$ cat config.mk
export PLATFORM = sky130hd
export DESIGN_NAME = sequence_recorder
export DESIGN_NICKNAME = d
export VERILOG_FILES = /design/src/rtl/sequence_recorder.sv
export SDC_FILE = /design/constraint.sdc
export NUM_CORES = 1
export LEC_CHECK = 0
export ABC_AREA = 1
export CAP_MARGIN = 25
export CELL_PAD_IN_SITES_DETAIL_PLACEMENT = 1
export CELL_PAD_IN_SITES_GLOBAL_PLACEMENT = 1
export CORE_ASPECT_RATIO = 1.75
export CORE_MARGIN = 5
export CORE_UTILIZATION = 41
export DETAILED_ROUTE_END_ITERATION = 12
export PLACE_DENSITY = 0.94
export RECOVER_POWER = 50
export SYNTH_ARGS = -nofsm -noshare
export SYNTH_HDL_FRONTEND = slang
export SYNTH_SLANG_ARGS = --single-unit
$ cat constraint.sdc
create_clock -name clock -period 3.99 [get_ports clock]
set_input_delay 0.798 -clock clock [delete_from_list [all_inputs] [get_ports clock]]
set_output_delay 0.798 -clock clock [all_outputs]
set_load 0.02 [all_outputs]
$ cat src/rtl/sequence_recorder.sv
// Multi-channel edge-triggered word recorder: captures one word per store
// rising edge and writes it to a memory port in round-robin order.
module sequence_recorder #(
    parameter int WORD_SIZE    = 8,
    parameter int ADDRESS_SIZE = 4,
    parameter int MEMORY_QTY   = 16,
    parameter int CHANNELS     = 2,
    parameter int WRAP         = 0,
    localparam int CW = (CHANNELS > 1) ? $clog2(CHANNELS) : 1
) (
    input  logic                          clock,
    input  logic                          reset,
    input  logic [CHANNELS-1:0]           store_i,
    input  logic [CHANNELS*WORD_SIZE-1:0] sequence_i,
    input  logic                          clear_i,
    input  logic                          w_ready_i,
    output logic                          w_en_o,
    output logic [ADDRESS_SIZE-1:0]       w_addr_o,
    output logic [WORD_SIZE-1:0]          w_data_o,
    output logic [CW-1:0]                 w_chan_o,
    output logic [ADDRESS_SIZE:0]         count_o,
    output logic                          full_o,
    output logic                          dropped_o
);

    localparam logic [ADDRESS_SIZE:0]   QTY  = (ADDRESS_SIZE+1)'(MEMORY_QTY);
    localparam logic [ADDRESS_SIZE-1:0] LAST = ADDRESS_SIZE'(MEMORY_QTY - 1);
    localparam logic [CW-1:0]           CH_LAST = CW'(CHANNELS - 1);

    typedef enum logic {IDLE, WRITE} state_t;

    state_t                  state_q;
    logic [CHANNELS-1:0]     store_q;
    logic [CHANNELS-1:0]     pending_q;
    logic [CHANNELS-1:0]     pending_d;
    logic [CHANNELS-1:0]     edge_w;
    logic [WORD_SIZE-1:0]    hold_q [CHANNELS];
    logic [CW-1:0]           rr_q;
    logic [CW-1:0]           rr_next;
    logic [CW-1:0]           grant_d;
    logic [ADDRESS_SIZE-1:0] wr_ptr_q;
    logic [ADDRESS_SIZE-1:0] wr_ptr_next;
    logic [ADDRESS_SIZE:0]   count_q;
    logic                    clr_q;
    logic                    w_en_q;
    logic [ADDRESS_SIZE-1:0] w_addr_q;
    logic [WORD_SIZE-1:0]    w_data_q;
    logic [CW-1:0]           w_chan_q;
    logic                    dropped_q;
    logic                    dropped_d;
    logic                    found;
    logic                    low_done;
    logic                    full_w;
    logic                    idle_w;
    logic                    complete;
    logic                    zero_w;
    logic                    can_grant;
    logic                    drop_full;

    assign edge_w    = store_i & ~store_q;
    assign full_w    = (count_q == QTY);
    assign idle_w    = (state_q == IDLE);
    assign complete  = (state_q == WRITE) && w_ready_i;
    assign zero_w    = (idle_w && clear_i) || (complete && (clr_q || clear_i));
    assign can_grant = idle_w && !clear_i && (|pending_q)
                       && ((WRAP != 0) || !full_w);
    assign drop_full = idle_w && !clear_i && (|pending_q)
                       && (WRAP == 0) && full_w;

    assign rr_next     = (w_chan_q == CH_LAST) ? '0 : w_chan_q + 1'b1;
    assign wr_ptr_next = (wr_ptr_q == LAST) ? '0 : wr_ptr_q + 1'b1;

    // Round-robin: first pending at or above rr, else first pending overall.
    always_comb begin
        found   = 1'b0;
        grant_d = '0;
        for (int j = 0; j < CHANNELS; j++) begin
            if (!found && pending_q[j] && (CW'(j) >= rr_q)) begin
                found   = 1'b1;
                grant_d = CW'(j);
            end
        end
        for (int j = 0; j < CHANNELS; j++) begin
            if (!found && pending_q[j]) begin
                found   = 1'b1;
                grant_d = CW'(j);
            end
        end
    end

    // Completion and full-drops release slots first so a same-cycle edge wins.
    always_comb begin
        pending_d = pending_q;
        dropped_d = drop_full;
        low_done  = 1'b0;
        for (int j = 0; j < CHANNELS; j++) begin
            if (complete && (w_chan_q == CW'(j)))
                pending_d[j] = 1'b0;
        end
        for (int j = 0; j < CHANNELS; j++) begin
            if (drop_full && !low_done && pending_q[j]) begin
                pending_d[j] = 1'b0;
                low_done     = 1'b1;
            end
        end
        for (int j = 0; j < CHANNELS; j++) begin
            if (edge_w[j]) begin
                if (pending_d[j])
                    dropped_d = 1'b1;
                pending_d[j] = 1'b1;
            end
        end
        if (zero_w)
            pending_d = '0;
    end

    always_ff @(posedge clock or posedge reset) begin
        if (reset) begin
            state_q   <= IDLE;
            store_q   <= '0;
            pending_q <= '0;
            for (int j = 0; j < CHANNELS; j++)
                hold_q[j] <= '0;
            rr_q      <= '0;
            wr_ptr_q  <= '0;
            count_q   <= '0;
            clr_q     <= 1'b0;
            w_en_q    <= 1'b0;
            w_addr_q  <= '0;
            w_data_q  <= '0;
            w_chan_q  <= '0;
            dropped_q <= 1'b0;
        end else begin
            store_q   <= store_i;
            pending_q <= pending_d;
            dropped_q <= dropped_d;
            for (int j = 0; j < CHANNELS; j++) begin
                if (edge_w[j])
                    hold_q[j] <= sequence_i[j*WORD_SIZE +: WORD_SIZE];
            end
            unique case (state_q)
                IDLE: begin
                    if (clear_i) begin
                        rr_q     <= '0;
                        wr_ptr_q <= '0;
                        count_q  <= '0;
                    end else if (can_grant) begin
                        w_en_q   <= 1'b1;
                        w_addr_q <= wr_ptr_q;
                        w_data_q <= hold_q[grant_d];
                        w_chan_q <= grant_d;
                        clr_q    <= 1'b0;
                        state_q  <= WRITE;
                    end
                end
                WRITE: begin
                    if (clear_i)
                        clr_q <= 1'b1;
                    if (w_ready_i) begin
                        w_en_q  <= 1'b0;
                        clr_q   <= 1'b0;
                        state_q <= IDLE;
                        if (clr_q || clear_i) begin
                            rr_q     <= '0;
                            wr_ptr_q <= '0;
                            count_q  <= '0;
                        end else begin
                            rr_q     <= rr_next;
                            wr_ptr_q <= wr_ptr_next;
                            if (!full_w)
                                count_q <= count_q + 1'b1;
                        end
                    end
                end
                default: state_q <= IDLE;
            endcase
        end
    end

    assign w_en_o    = w_en_q;
    assign w_addr_o  = w_addr_q;
    assign w_data_o  = w_data_q;
    assign w_chan_o  = w_chan_q;
    assign count_o   = count_q;
    assign full_o    = full_w;
    assign dropped_o = dropped_q;

endmodule
**Word level (Yosys, flattened, before mapping)**

Index checks and enable logic that the tools add are counted.
W data, S select, Z words.

- Bits in registers: 47
- Input port bits: 22
- Output and inout bits: 21

- Add/sub/neg operators: 3
- Order comparisons: 3
- Equality and inequality tests: 8
- Muxes and demuxes: 49
- Bitwise operators: 6
- Reduce and logical (&&, ||, !) cells: 31

Operators with widths:

| kind | count |
|---|---|
| $mux W1 | 31 |
| $mux W8 | 3 |
| $mux W5 | 4 |
| $logic_and A1 B1 Y1 | 17 |
| $mux W4 | 4 |
| $reduce_and A3 Y1 | 4 |
| $pmux W5 S2 | 1 |
| $pmux W1 S2 | 4 |
| $pmux W4 S2 | 1 |
| $logic_not A1 Y1 | 6 |
| $ne A2 B2 Y1 const B | 3 |
| $add A5 B1 Y5 const B | 1 |
| $eq A5 B5 Y1 const B | 1 |
| $add A4 B1 Y4 const B | 1 |
| $eq A4 B4 Y1 const B | 1 |
| $ne A3 B2 Y1 const B | 1 |
| $ne A3 B3 Y1 const B | 1 |
| $not A1 Y1 | 3 |
| $and A2 B2 Y2 | 1 |
| $ge A1 B1 Y1 const A | 2 |
| $ge A2 B2 Y1 const B | 1 |
| $logic_or A1 B1 Y1 | 2 |
| $mux W2 | 1 |
| $ne A2 B1 Y1 const B | 1 |
| other kinds (5) | 5 |

**Longest topological paths before layout**

Gate-level depths: netlist (run 1).

- Depth after elaboration: 17
- Mapped depth: 8

**Worst setup path after synthesis (run 1)**

Ideal clock, no wire load.

- Path kind: reg2out
- From: reg count_q[0], in the netlist count_o[0]
- To: out full_o
- Arrival: 1167 ps
- Data required time: 3192 ps
- Slack: 2025 ps
- Stages on the path, launching flop included: 5
- Path buffers: 0
- Cells stage by stage: dfrtp_1 inv_1 ha_1 nand2_1 nor2_1

- Word-level cells in the longest chain between the ends: 1

Ends and longest elaborated chain:

| what | line | RTL |
|---|---|---|
| start: declaration | 43 | `logic [ADDRESS_SIZE:0] count_q;` |
| start signal: assignment | 171 | `count_q <= count_q + 1'b1;` |
| $eq A5 B5 Y1 | 61 | `assign full_w = (count_q == QTY);` |
| end: declaration | 22 | `output logic full_o,` |

No other way between the ends.

**Worst setup path in the final report (run 1)**

Ends and elaborated chain as after synthesis.

==> impl_metrics.toml, run 1 <==
[timing]
tightestPinTransition_ns = 0.820
finalSetupViolations = 0
hold_viol_final = 0
finalWorstSetupSlack_ns = 1.29
relSlewSlack_pct = 45.2
max_freq_mhz = 370
drv_slew = 0
grt_setup_unrepaired = "no"
fin_setup_tns_ns = 0
period_needed_ns = 2.70
fin_skew_ns = 0.0110
layout_worst_path_cycle_share_pct = 67.7

[worst_hold_path]
min_path_type = "reg2reg"
hold_depth = 2

[yosys]
synth-main-ff-cell = "dfrtp_1"
ys_top_cells_by_count = "nand2_1, dfrtp_1, inv_1"
synth_nets = 269
synth.yosys.seq_area_share_pct = 54.1
synth_warnings = 0
synth_edf_count = 0
post-synth-top-count-cell = "nand2_1"
yosys-top-cells-area = "dfrtp_1, nand2_1, inv_1, nand2_2, o21ai_0"
ys_types = 25
ys_ff_latch = 47
synth_top_area_cell = "dfrtp_1"
syn_area_per_cell_sq_um = 8.91
synthCells = 244
syn_area_sq_mm = 0.00217
synth_top_cell_area_share_pct = 54.1
async_flop_share_pct = 100

[setup_path]
end_kind = "primary output"
setup.worst_path.class = "reg2out"
path_cells = "inv_1, ha_1, nand2_1, nor2_1, clkdlybuf4s50_1"
critPathSlowestCell = "clkdlybuf4s50_1"
critPathArrivalTime_ns = 1.90
start_kind = "flip-flop"
critPathMaxStageDelay_ns = 0.63
crit_fanout = 6
reg2regPathDepth = 7
required_ns = 3.19

[drt]
dr.pass1.iters = 4
drt_wl_total_microns = 5610
wl_per_cell_microns = 16.3
vias = 1814
ant_nets = 0
viasPerCell = 5.27
drcViolationCount = 0
drtIter0Drc = 64

[floorplan]
start_util_pct = 41.7
core_area_sq_mm = 0.00521
die_w_microns = 65.0
die_h_microns = 106
die_area_sq_mm = 0.00691
io_pins = 43
rows = 35

[grt]
grt_pass1_vias = 1930
grt_max_degree = 48
grt_pass1_wl_microns = 9400
grtUsageTotal_pct = 17.8
grt_antenna_before_repair = 0
grt_overflow = 0

[cts]
cts-root-buf = "clkbuf_8"
clk_pin_slew_ns = 0.09
cts_setup_buffers = 0
clockBufferDepth = 2
h-tree-depth = 2
cts_made_buffers = 5
holdBufCountCts = 0
insertion_delay_ns = 0.30
cts.repair.resized = 0
cts_tree = "built"
numClockSinks = 47

[placed_design]
place_congestion = 0.857
dpl.hpwl_microns = 4230
pre_cts_ws_ns = 1.61
dpl.cell_count = 335
io_buffers = 42
place_area_sq_mm = 0.00261

[power]
total_power_mw = 1.62
p_leak_nw = 1.29
power.density_mw_per_mm2 = 596
ir_worst_vdd_v = 0.000297

[layout]
final_area_sq_mm = 0.00272
drive_gt1_share_pct = 11.8
final_cells = 344
fill_cells = 602
fin_nets = 313
antennaDiodeCount = 0
synthToLayoutAreaGrowth_pct = 25.2

[outcome]
outcome = "finished clean"

[run]
cap_violations = 0
flip-flops by register name, indices dropped and copies added, names as in the netlist:
signal,flops
count_o,5
dropped_o,1
rr_q,1
w_chan_o,1
hold_q,16
pending_q,2
wr_ptr_q,4
store_q,2
w_addr_o,4
state_q,1
w_en_o,1
clr_q,1
w_data_o,8
kinds of logic (layout without fill, tap and decap cells):
logic type,after synthesis,in the layout,share of synthesized area (%)
compound gates,39,39,9.79
xor+xnor,2,2,0.806
fa+ha+maj,3,3,1.73
buf+inv,39,84,8.35
flops,47,47,54.1
mux,5,5,2.59
simple gates,109,109,22.6
path summary, 6_finish.rpt:
| path | start | end | slack (ns) |
|---|---|---|---|
| setup / recovery | count_o[0] | full_o | 1.29 |
| hold / removal | w_addr_o[1] | w_addr_o[1] | 0.51 |
| setup reg to reg | count_o[0] | w_data_o[6] | 1.91 |
| hold reg to reg | w_addr_o[1] | w_addr_o[1] | 0.51 |
| max in group asynchronous | reset | w_data_o[5] | 2.68 |
| min in group asynchronous | reset | wr_ptr_q[3] | 0.81 |
worst max-delay path: cells and delay by family, from the launching register on:
kind / cells / cell delay, ns
buf+inv: 2 / 0.74
fa+ha+maj: 1 / 0.18
flops: 1 / 0.45
simple gates: 2 / 0.23
metrics by stage:
step / hold WS (ns) / utilization [%]
2_1_floorplan: 0.478 / -
3_3_place_gp: 0.467 / 50.0
3_5_place_dp: 0.485 / 50.0
4_1_cts: 0.508 / 51.9
5_1_grt: 0.533 / 52.2
6_report: 0.506 / 52.2
final cells by class:
class	instances	area [sq um]	area share, %
Timing Repair Buffer	43	440	16.2
Tap cell	55	68.8	2.53
Sequential cell	47	1180	43.2
Inverter	33	124	4.55
Clock inverter	2	16.3	0.598
Multi-Input combinational cell	158	813	29.9
Clock buffer	6	82.6	3.03
placed cells by master (no fill, tap or decap), drive strengths merged:
master | Yosys | routed
nand3 | 16 | 16
xnor2 | 1 | 1
nand4 | 2 | 2
nor2 | 23 | 23
dlygate4sd3 | 0 | 3
clkdlybuf4s50 | 0 | 39
nand2 | 67 | 67
xor2 | 1 | 1
mux2 | 5 | 5
or2 | 1 | 1
dfrtp | 47 | 47
clkinvlp | 0 | 1
o22ai | 3 | 3
o211ai | 3 | 3
o21ai | 17 | 17
buf | 6 | 1
a21boi | 1 | 1
clkinv | 0 | 1
clkbuf | 0 | 6
inv | 33 | 33
a21oi | 15 | 15
ha | 3 | 3
per-layer routing:
metal	track usage, %	up-vias	share of wire, %
met4	6.08	0	2.0
met3	2.96	9	2.9
li1	-	860	-
met1	18.5	912	36
met5	0	-	0
met2	34.9	33	59
where the power goes:
| part | leakage, nW | switching (mW) | total [mW] | internal (mW) |
|---|---|---|---|---|
| logic | 0.664 | 0.373 | 0.620 | 0.247 |
| registers | 0.581 | 0.107 | 0.695 | 0.588 |
| clock network | 0.0474 | 0.165 | 0.307 | 0.142 |
| total | 1.29 | 0.645 | 1.62 | 0.976 |
Power figures use the tool's default switching activity.
==> run 2: changes to the inputs <==
--- a/config.mk
+++ b/config.mk
@@ -11,9 +11,9 @@
 export CELL_PAD_IN_SITES_GLOBAL_PLACEMENT = 1
 export CORE_ASPECT_RATIO = 1.75
 export CORE_MARGIN = 5
-export CORE_UTILIZATION = 41
+export CORE_UTILIZATION = 38
 export DETAILED_ROUTE_END_ITERATION = 12
-export PLACE_DENSITY = 0.94
+export PLACE_DENSITY = 0.88
 export RECOVER_POWER = 50
 export SYNTH_ARGS = -nofsm -noshare
 export SYNTH_HDL_FRONTEND = slang
==> constraint.sdc (replaced) <==
create_clock -name clock -period 2.65 [get_ports clock]
set_input_delay 0.53 -clock clock [delete_from_list [all_inputs] [get_ports clock]]
set_output_delay 0.53 -clock clock [all_outputs]
set_load 0.02 [all_outputs]
==> run 2 against run 1 <==
Compared with the run above: count of clock-buffer cells in the layout fell by 1; die area rose by 6.9%; routed wire length fell by 6.5%; setup slack got worse by 1.1 ns; critical path type unchanged; largest power group unchanged; highest routed layer unchanged.
==> impl_metrics.toml, run 2 (same netlist as run 1, synthesis figures left out) <==
[timing]
grt_setup_unrepaired = "no"
layout_worst_path_cycle_share_pct = 92.1
whs_ns = 0.496
finalWorstSetupSlack_ns = 0.211
finalSetupViolations = 0
period_needed_ns = 2.44
relSlewSlack_pct = 27.4
tightestPinTransition_ns = 1.09
hold_viol_final = 0
drv_slew = 0
fin_setup_tns_ns = 0
max_freq_mhz = 410
fin_skew_ns = 0.0101

[cts]
insertion_delay_ns = 0.30
cts.repair.resized = 0
clk_pin_slew_ns = 0.10
cts_setup_buffers = 0
cts-root-buf = "clkbuf_8"
h-tree-depth = 2
numClockSinks = 47
holdBufCountCts = 0
cts_made_buffers = 5
cts_tree = "built"
clockBufferDepth = 2

[drt]
viasPerCell = 4.83
ant_nets = 0
drtIter0Drc = 71
wl_per_cell_microns = 14.3
drt_wl_total_microns = 5250
vias = 1773
drcViolationCount = 0
dr.pass1.iters = 4

[setup_path]
start_kind = "flip-flop"
reg2reg_to = "state_q"
setup.worst_path.class = "reg2out"
endpoint = "full_o"
reg2regPathDepth = 6
critPathMaxStageDelay_ns = 0.64
reg2reg_setup_slack_ns = 0.52
path_cells = "inv_1, ha_1, nand2_1, nor2_1, clkdlybuf4s50_1"
critPathSlowestCell = "clkdlybuf4s50_1"
end_kind = "primary output"
critPathArrivalTime_ns = 1.91
regToRegStartpoint = "count_o[0]"
required_ns = 2.12
worstSetupStartpoint = "count_o[0]"
crit_fanout = 6

[layout]
largest_register = "hold_q"
largest_reg_flops = 16
multiInputGateArea_sq_um = 811
layout_common_cells = "nand2_1, dfrtp_1, clkdlybuf4s50_1"
final-seq-area_sq_mm = 0.00118
antennaDiodeCount = 0
drive_gt1_share_pct = 11.0
fin_nets = 315
synthToLayoutAreaGrowth_pct = 26.7
final_area_sq_mm = 0.00275
mostFrequentLayoutCell = "nand2_1"
fill_cells = 694

[grt]
grtUsageTotal_pct = 15.8
grt_antenna_before_repair = 0
grt_pass1_vias = 1918
grt_max_degree = 30
grt_overflow = 0
grt_pass1_wl_microns = 8880

[worst_hold_path]
hp-start = "w_addr_o[3]"
min_path_type = "reg2reg"
hold_depth = 2

[placed_design]
place_congestion = 0.873
place_area_sq_mm = 0.00265
io_buffers = 42
pre_cts_ws_ns = 0.539
dpl.hpwl_microns = 4060

[power]
power.density_mw_per_mm2 = 905
p_leak_nw = 1.29
ir_worst_vdd_v = 0.000441

[outcome]
outcome = "finished clean"

[floorplan]
io_pins = 43
die_area_sq_mm = 0.00739
die_w_microns = 67.2
rows = 36
start_util_pct = 38.9
core_area_sq_mm = 0.00559
die_h_microns = 110

[run]
cap_violations = 0
## run 2: cell count changes in the layout (fill, tap and decap cells not counted)
| cell | previous run | this run |
|---|---|---|
| buf_12 | 1 | 0 |
| bufinv_16 | 0 | 1 |
| clkbuf_1 | 0 | 3 |
| clkbuf_8 | 6 | 5 |
| clkdlybuf4s50_1 | 39 | 38 |
| clkinv_4 | 1 | 0 |
| dlygate4sd3_1 | 3 | 4 |
| inv_6 | 0 | 1 |
| nand2_1 | 55 | 56 |
| nand2_2 | 12 | 11 |
## run 2: worst min-delay path by stage
stage,endpoint,slack [ns]
after floorplan,hold_q[10],0.48
after global placement,w_en_o,0.46
after detailed placement,w_addr_o[3],0.48
after CTS,w_addr_o[3],0.50
after global routing,w_en_o,0.52
final,w_addr_o[3],0.50
## run 2: power by group
group          leakage, nW  switching [mW]  internal [mW]
registers            0.581           0.147          0.885
clock network       0.0548           0.251          0.284
logic                0.658           0.551          0.371
## run 2: metrics by stage
step	std cells	total power, mW	utilization, %
2_1_floorplan	244	1.61	-
5_1_grt	367	2.65	49.3
6_report	367	2.49	49.3
3_3_place_gp	359	1.94	47.5
4_1_cts	367	2.54	49.6
3_5_place_dp	359	1.99	47.5
## run 2: cell type report
cell class / count / area share, %
Clock inverter: 3 / 1.68
Inverter: 33 / 4.50
Tap cell: 76 / 3.45
Sequential cell: 47 / 42.7
Multi-Input combinational cell: 158 / 29.5
Clock buffer: 5 / 2.50
Timing Repair Buffer: 45 / 15.7
## run 2: critical path, delay by kind of cell (launching register included)
kind                       cells  cell delay (ns)
buffers and inverters          2             0.74
DFF                            1             0.44
and+or+nand+nor                2             0.25
adders and majority gates      1             0.18
## run 2: metal layers
metal | routed length [microns] | part of all wire (%) | up-vias | track usage, %
li1 | - | - | 867 | -
met1 | 1960 | 37 | 865 | 16.1
met2 | 2990 | 57 | 31 | 30.6
met3 | 149 | 2.8 | 10 | 1.93
met4 | 151 | 2.9 | 0 | 7.40
met5 | 0 | 0 | - | 0
==> run 3: changes to the inputs <==
--- a/config.mk
+++ b/config.mk
@@ -10,10 +10,11 @@
 export CELL_PAD_IN_SITES_DETAIL_PLACEMENT = 1
 export CELL_PAD_IN_SITES_GLOBAL_PLACEMENT = 1
 export CORE_ASPECT_RATIO = 1.75
-export CORE_MARGIN = 5
-export CORE_UTILIZATION = 38
+export CORE_MARGIN = 8
+export CORE_UTILIZATION = 40
+export CTS_BUF_LIST = sky130_fd_sc_hd__clkbuf_4 sky130_fd_sc_hd__clkbuf_8
 export DETAILED_ROUTE_END_ITERATION = 12
-export PLACE_DENSITY = 0.88
+export PLACE_DENSITY = 0.92
 export RECOVER_POWER = 50
 export SYNTH_ARGS = -nofsm -noshare
 export SYNTH_HDL_FRONTEND = slang
==> run 3 against run 2 <==
Compared with the run above: flip-flop and latch count did not move; cell count fell by 5.7%; combinational power barely moved; hold slack got worse by 0.0024 ns; utilization rose by 2.2 points; largest power group unchanged.
==> impl_metrics.toml, run 3 (same netlist as run 1, synthesis figures left out) <==
[outcome]
outcome = "finished clean"

[timing]
max_freq_mhz = 414
drv_slew = 0
finalSetupViolations = 0
tightestPinTransition_ns = 1.16
grt_setup_unrepaired = "no"
fin_setup_tns_ns = 0
fin_skew_ns = 0.00867
relSlewSlack_pct = 22.6
hold_viol_final = 0
period_needed_ns = 2.42
layout_worst_path_cycle_share_pct = 91.2

[cts]
cts.repair.resized = 0
cts-root-buf = "clkbuf_8"
numClockSinks = 47
cts_made_buffers = 5
clockBufferDepth = 2
cts_setup_buffers = 0
h-tree-depth = 2
insertion_delay_ns = 0.30
cts_tree = "built"
holdBufCountCts = 0
clk_pin_slew_ns = 0.09

[power]
pwr-share-comb_pct = 37.9
ir_worst_vdd_v = 0.000461
internal-power_mw = 1.49
p_leak_nw = 1.29
p_switching_mw = 0.946
p_seq_share_pct = 42.3
swShare_pct = 38.8
pwr-share-clk_pct = 19.7
power.density_mw_per_mm2 = 900

[layout]
fill_cells = 627
multiInputGateArea_sq_um = 803
drive_gt1_share_pct = 10.7
largest_reg_flops = 16
mostFrequentLayoutCell = "nand2_1"
fin_nets = 315
synthToLayoutAreaGrowth_pct = 24.6
layout_common_cells = "nand2_1, dfrtp_1, clkdlybuf4s50_1"
final-seq-area_sq_mm = 0.00118
antennaDiodeCount = 0
final_area_sq_mm = 0.00271
largest_register = "hold_q"

[drt]
ant_nets = 0
wl_per_cell_microns = 16.3
drcViolationCount = 0
viasPerCell = 5.21
dr.pass1.iters = 4
drt_wl_total_microns = 5640
drtIter0Drc = 87
vias = 1803

[setup_path]
critPathArrivalTime_ns = 1.89
end_kind = "primary output"
start_kind = "flip-flop"
worstSetupStartpoint = "count_o[0]"
reg2reg_setup_slack_ns = 0.59
setup.worst_path.class = "reg2out"
required_ns = 2.12
crit_fanout = 6
reg2regPathDepth = 6
regToRegStartpoint = "count_o[0]"

[run]
cap_violations = 0

[placed_design]
dpl.hpwl_microns = 4290
place_area_sq_mm = 0.00263
place_congestion = 0.832
io_buffers = 42

[worst_hold_path]
hp-start = "w_addr_o[3]"
min_path_type = "reg2reg"
hold_depth = 2

[floorplan]
start_util_pct = 41.4
die_h_microns = 114
core_area_sq_mm = 0.00526
rows = 35
io_pins = 43
die_area_sq_mm = 0.00814
die_w_microns = 71.7

[grt]
grt_antenna_before_repair = 0
grt_overflow = 0
grt_max_degree = 29
grtUsageTotal_pct = 14.9
grt_pass1_wl_microns = 9540
grt_pass1_vias = 2049
[run 3: path summary, 6_finish.rpt]
kind                                     to
worst max-delay path                 full_o
worst min-delay path            w_addr_o[3]
worst max register to register      state_q
worst min register to register  w_addr_o[3]
max in group asynchronous       w_data_o[2]
min in group asynchronous       w_addr_o[3]
[run 3: power groups by stage]
stage / Clock, mW / Combinational [mW] / Sequential, mW
final: 0.481 / 0.924 / 1.03
after global routing: 0.527 / 1.01 / 1.05
after CTS: 0.491 / 0.963 / 1.03
after detailed placement: 0 / 0.953 / 1.05
after global placement: 0 / 0.914 / 1.03
after floorplan: 0 / 0.483 / 1.13
[run 3: per-layer routing]
layer / part of all wire, % / up-vias / routed length, microns / GRT usage [%]
met5: 0 / - / 0 / 0
met4: 2.5 / 0 / 142 / 7.27
met3: 2.0 / 10 / 111 / 1.76
met2: 59 / 36 / 3320 / 28.3
met1: 37 / 897 / 2070 / 15.2
li1: - / 860 / - / -
[run 3: per-stage QoR]
stage	utilization, %	power (mW)	instances	hold slack, ns	worst slack [ns]
2_1_floorplan	-	1.61	244	0.478	0.953
3_3_place_gp	50.0	1.94	338	0.463	0.585
3_5_place_dp	50.0	2.00	338	0.483	0.540
4_1_cts	52.0	2.49	346	0.506	0.207
5_1_grt	51.5	2.59	346	0.529	0.120
6_report	51.5	2.44	346	0.493	0.233
[run 3: layout make-up]
class                      instances  share of cell area [%]
sequential                        47                    43.4
multi-input combinational        158                    29.7
timing repair buffer              45                    15.9
inverter                          33                    4.57
clock buffer                       7                    3.56
tap                               55                    2.54
clock inverter                     1                   0.277
[run 3: worst max-delay path, cell delays in order, from the launching register on]
cell             delay (ns)
dfrtp_1                0.44
inv_1                  0.10
ha_1                   0.18
nand2_1                0.06
nor2_1                 0.18
clkdlybuf4s50_1        0.64
